<file path="src/rtl/timer_arbiter.sv">
// timer_arbiter: shares one countdown timer among N_REQ requesters.
// Grants round-robin, loads the shared timer with the winner's duration,
// enables it until it reaches zero, then pulses done for that requester.
// Ports:
//   clk, rst          clock (rising edge), synchronous active-low reset
//   req[N_REQ]        level request per requester, held until done or abort
//   dur[N_REQ*W]      durations, requester i uses dur[i*W +: W]
//   grant[N_REQ]      one-hot owner indication in LOAD and RUN
//   done[N_REQ]       one-cycle completion pulse for the owner
//   busy              high in any state other than IDLE
//   timer_en/load/init  control of the shared timer
//   timer_out         current value of the shared timer
module timer_arbiter #(
  parameter int unsigned N_REQ = 3,
  parameter int unsigned W     = 4
) (
  input  logic               clk,
  input  logic               rst,
  input  logic [N_REQ-1:0]   req,
  input  logic [N_REQ*W-1:0] dur,
  output logic [N_REQ-1:0]   grant,
  output logic [N_REQ-1:0]   done,
  output logic               busy,
  output logic               timer_en,
  output logic               timer_load,
  output logic [W-1:0]       timer_init,
  input  logic [W-1:0]       timer_out
);

  localparam int unsigned IW = (N_REQ > 1) ? $clog2(N_REQ) : 1;

  typedef enum logic [1:0] {IDLE, LOAD, RUN, DONE} state_t;

  state_t         state;
  logic [IW-1:0]  ptr;
  logic [IW-1:0]  owner;
  logic [W-1:0]   dur_q;

  logic [W-1:0]     dur_arr [N_REQ];
  logic             pick_vld;
  logic [IW-1:0]    pick_idx;
  logic [IW-1:0]    owner_inc;
  logic [N_REQ-1:0] owner_oh;
  int unsigned      idx;

  // Unpack the flat duration bus
  for (genvar i = 0; i < N_REQ; i++) begin : g_dur
    assign dur_arr[i] = dur[i*W +: W];
  end

  // Owner after the current one; it becomes lowest priority next round
  assign owner_inc = (32'(owner) == N_REQ - 1) ? '0 : owner + IW'(1);
  assign owner_oh  = N_REQ'(1) << owner;

  // Round-robin pick: first set request scanning ptr, ptr+1, ... modulo N_REQ
  always_comb begin
    pick_vld = 1'b0;
    pick_idx = '0;
    idx      = 0;
    for (int unsigned k = 0; k < N_REQ; k++) begin
      idx = 32'(ptr) + k;
      if (idx >= N_REQ) idx = idx - N_REQ;
      if (!pick_vld && req[idx]) begin
        pick_vld = 1'b1;
        pick_idx = IW'(idx);
      end
    end
  end

  // State, owner, pointer and latched duration
  always_ff @(posedge clk) begin
    if (!rst) begin
      state <= IDLE;
      ptr   <= '0;
      owner <= '0;
      dur_q <= '0;
    end else begin
      case (state)
        IDLE: begin
          if (pick_vld) begin
            owner <= pick_idx;
            dur_q <= dur_arr[pick_idx];
            state <= LOAD;
          end
        end
        LOAD: state <= RUN;
        RUN: begin
          // Dropped request aborts without a done pulse
          if (!req[owner]) begin
            ptr   <= owner_inc;
            state <= IDLE;
          end else if (timer_out == '0) begin
            state <= DONE;
          end
        end
        DONE: begin
          ptr   <= owner_inc;
          state <= IDLE;
        end
        default: state <= IDLE;
      endcase
    end
  end

  // Output decode from state/owner; req only matters in RUN
  always_comb begin
    grant      = '0;
    done       = '0;
    busy       = 1'b0;
    timer_en   = 1'b0;
    timer_load = 1'b0;
    timer_init = '0;
    case (state)
      LOAD: begin
        grant      = owner_oh;
        busy       = 1'b1;
        timer_load = 1'b1;
        timer_init = dur_q;
      end
      RUN: begin
        grant    = owner_oh;
        busy     = 1'b1;
        // Stop at zero so the timer never wraps
        timer_en = req[owner] && (timer_out != '0);
      end
      DONE: begin
        done = owner_oh;
        busy = 1'b1;
      end
      default: ;
    endcase
  end

endmodule

</file>
<file path="config.mk">
export PLATFORM = sky130hd
export DESIGN_NAME = timer_arbiter
export DESIGN_NICKNAME = d
export VERILOG_FILES = /design/src/rtl/timer_arbiter.sv
export SDC_FILE = /design/constraint.sdc
export NUM_CORES = 1
export LEC_CHECK = 0
export BUFFER_PORTS_ARGS = -buffer_cell sky130_fd_sc_hd__buf_2
export CAP_MARGIN = 20
export CORE_MARGIN = 2
export CORE_UTILIZATION = 45
export CTS_BUF_LIST = sky130_fd_sc_hd__clkbuf_4 sky130_fd_sc_hd__clkbuf_8
export DETAILED_ROUTE_END_ITERATION = 7
export GPL_ROUTABILITY_DRIVEN = 1
export PLACE_DENSITY = 0.7
export SYNTH_ARGS = -nofsm -noshare
export SYNTH_HDL_FRONTEND = slang
export SYNTH_SLANG_ARGS = --single-unit
</file>
<file path="constraint.sdc">
create_clock -name clk -period 3.3 [get_ports clk]
set_clock_uncertainty 0.2 [all_clocks]
set_input_delay 0.66 -clock clk [delete_from_list [all_inputs] [get_ports clk]]
set_output_delay 0.66 -clock clk [all_outputs]
set_load 0.005 [all_outputs]
</file>
==> flow_summary.json <==
{
  "synthXorXnorAreaFrac_pct": 0,
  "worstPathBufferInverterCount": 1,
  "synth_cell_types": 39,
  "max_cap_violations": 0,
  "cts.clk_slew.worst_paths_ps": 70,
  "async_reset_ff_share_pct": 0,
  "core_mm2": 0.002276,
  "r2r_start": "ptr[1]$_SDFFE_PN0P_",
  "grt_usage_pct": 21.14,
  "use_met3_pct": 5.932,
  "root_buffer": "clkbuf_4",
  "outcome": "finished clean",
  "drtIter0Drc": 27,
  "hold_path.class": "flop to flop",
  "setup_tns_ps": 0,
  "die_y_um": 53.52,
  "synth_top_area_cell": "dfxtp_1",
  "grt_max_degree": 16,
  "syn2layout_area_growth_pct": 20.18,
  "antenna_cells": 0,
  "start_kind": "flop",
  "hpwl_um": 2186,
  "synth_compound_area_share_pct": 26.42,
  "synth_top_family_by_area": "simple AND/OR/NAND/NOR gates",
  "setup_violations": 0,
  "relSlewSlack_pct": 61.24,
  "cp.depth": 7,
  "netlist_instances": 132,
  "synthAdderAreaFrac_pct": 10.20,
  "yosys-top-cells-area": "dfxtp_1, ha_1, mux2i_1",
  "ant_nets": 0,
  "synth_seq_area_share_pct": 18.14,
  "layout_min_cycle_time_ps": 2714,
  "grt_pass1_wl_um": 4402,
  "drt-total-wl_um": 2758,
  "ios": 34,
  "cp_slowest_stage_delay_ps": 560,
  "p_per_area_mw_per_mm2": 735.5,
  "vias": 1128,
  "h-tree-depth": 1,
  "post_cts_buffers": 0,
  "synth_edf_count": 0,
  "synth_top_area_share_pct": 18.14,
  "synthSimpleGateAreaFrac_pct": 30.61,
  "layout.nets": 196,
  "worst_slew_pin_slew_ps": 575.3,
  "rsz0062_at_grt": "no",
  "cts-hold-fix-buffers": 0,
  "dieArea_mm2": 0.002864,
  "required_ps": 3300,
  "initial_core_util_pct": 48.49,
  "crit_fanout": 15,
  "place.gp.congestion": 0.8183,
  "critPathTopFamily": "compound AO/OA/AOI/OAI gates",
  "min_from": "dur_q[3]$_SDFFE_PN0P_",
  "cts_sinks": 10,
  "cts_tree": "built",
  "r2r-end": "dur_q[0]$_SDFFE_PN0P_",
  "drive_gt1_share_pct": 30.30,
  "clkLatencyLatePin_ps": 270,
  "cts_made_buffers": 3,
  "cts_resized": 0,
  "synth_ff_type": "dfxtp_1",
  "fmax_mhz": 368.4,
  "ys_seq_elements": 10,
  "port_buffers": 33,
  "syn-cell-area_mm2": 0.001104,
  "rows": 17,
  "grt_pass1_vias": 948,
  "cts_buffer_depth": 2,
  "slew_violations": 0,
  "cp-end-kind": "flop",
  "syn-mean-instance-area_um2": 8.360,
  "crit_chain": "inv_1 > ha_1 > mux2i_2 > o21ai_2 > o221a_4 > or4_4 > o211ai_2",
  "min_period_over_period_pct": 82.25,
  "min_to": "dur_q[3]$_SDFFE_PN0P_",
  "arrival_ps": 2720,
  "drtPass1Iterations": 4,
  "grt_overflow": 0,
  "grt_busiest_layer": "met2",
  "critPathKind": "flop to flop",
  "ys_warn_count": 0,
  "r2r_cells": 7,
  "route.detailed.vias_per_inst": 5.845,
  "die-width_um": 53.52,
  "antenna_found_initial": 0,
  "finalInstanceArea_mm2": 0.001326,
  "synth.net_count": 162,
  "ir_drop_mv": 0.4079,
  "placed_area_mm2": 0.001290,
  "min_path_cells": 2,
  "critPathSlowestCell": "or4_4",
  "rrSetupSlack_ps": 590,
  "synthMuxAreaShare_pct": 9.637,
  "gr-usage-met2_pct": 33.95,
  "hold_viol": 0,
  "grt_use_met1_pct": 29.32,
  "remaining_drc_errors": 0,
  "detail_route.wl_per_cell_um": 14.29,
  "leakagePower_nw": 0.6146
}
==> power breakdown <==
part | switching, mW | internal [mW]
combinational | 0.359 | 0.286
sequential | 0.0412 | 0.173
clock | 0.0488 | 0.0671
total | 0.449 | 0.526
==> area by class of cell <==
class / instances / area, µm²
well taps: 28 / 35.03
repair buffers: 34 / 172.7
inverters: 9 / 33.78
multi-input cells: 108 / 848.3
flip-flops and latches: 10 / 200.2
fillers: 212 / 949.7
clock buffers: 4 / 36.28
==> cells by family after synthesis <==
logic type / after synthesis
flip-flops: 10
AND/OR/NAND/NOR: 56
AO/OA/AOI/OAI: 33
multiplexers: 10
adder cells (fa/ha/maj): 9
buffers and inverters: 14
==> state kept, by name (all words and copies together) (netlist names) <==
register,count
owner,2
dur_q,4
state,2
ptr,2
==> Yosys cell counts (2+ instances only) <==
cell / count
nor2_1: 7
nand4_1: 5
nor2b_1: 3
ha_1: 9
nand2b_1: 5
inv_1: 9
mux2_2: 2
dfxtp_1: 10
mux2i_1: 7
nand3_1: 5
o41ai_1: 2
buf_2: 2
and2_1: 9
nand3b_1: 2
o211ai_1: 5
a21oi_1: 4
clkbuf_1: 2
o31a_1: 2
o21ai_0: 4
o2111ai_1: 4
nand2_1: 4
and3b_1: 6
nor3_1: 5
o211ai_2: 4
==> layer usage <==
layer | part of all wire (%) | routed length (µm)
met1 | 47 | 1308
met2 | 47 | 1284
met3 | 6.0 | 165
met4 | 0 | 0
met5 | 0 | 0
==> worst min-delay path: stages (launching register included) <==
cell	delay, ps
dfxtp_1	340
nand3_1	80
o211ai_2	70
==> cell usage in the layout, fill, tap and decap left out, types with 5 or more instances in the layout <==
master / Yosys / layout
nand4_1: 5 / 5
and2_1: 9 / 9
ha_1: 9 / 9
mux2i_1: 7 / 7
and3b_1: 6 / 6
nand2b_1: 5 / 5
o211ai_1: 5 / 5
inv_1: 9 / 9
nor3_1: 5 / 5
nor2_1: 7 / 7
buf_2: 2 / 33
nand3_1: 5 / 5
dfxtp_1: 10 / 10
==> through the flow <==
stage	hold slack, ps	utilization [%]	power, mW	cells	setup WS, ps
floorplan	265.1	-	0.6907	132	902.1
global placement	285.4	56.68	0.8352	189	707.5
detailed placement	299.3	56.68	0.8548	189	627.2
CTS	317.2	58.27	0.9757	193	603.0
global route	337.3	58.27	1.061	193	455.2
finish	321.3	58.27	0.9755	193	585.7
==> how the worst max path moves through the flow <==
| stage | start | end | slack, ps |
|---|---|---|---|
| 2_1_floorplan | ptr[0]$_SDFFE_PN0P_ | dur_q[0]$_SDFFE_PN0P_ | 900 |
| 3_3_place_gp | ptr[1]$_SDFFE_PN0P_ | dur_q[3]$_SDFFE_PN0P_ | 710 |
| 3_5_place_dp | ptr[1]$_SDFFE_PN0P_ | dur_q[0]$_SDFFE_PN0P_ | 630 |
| 4_1_cts | ptr[1]$_SDFFE_PN0P_ | dur_q[0]$_SDFFE_PN0P_ | 600 |
| 5_1_grt | ptr[1]$_SDFFE_PN0P_ | dur_q[0]$_SDFFE_PN0P_ | 460 |
| 6_report | ptr[1]$_SDFFE_PN0P_ | dur_q[0]$_SDFFE_PN0P_ | 590 |
Power figures use the tool's default switching activity.
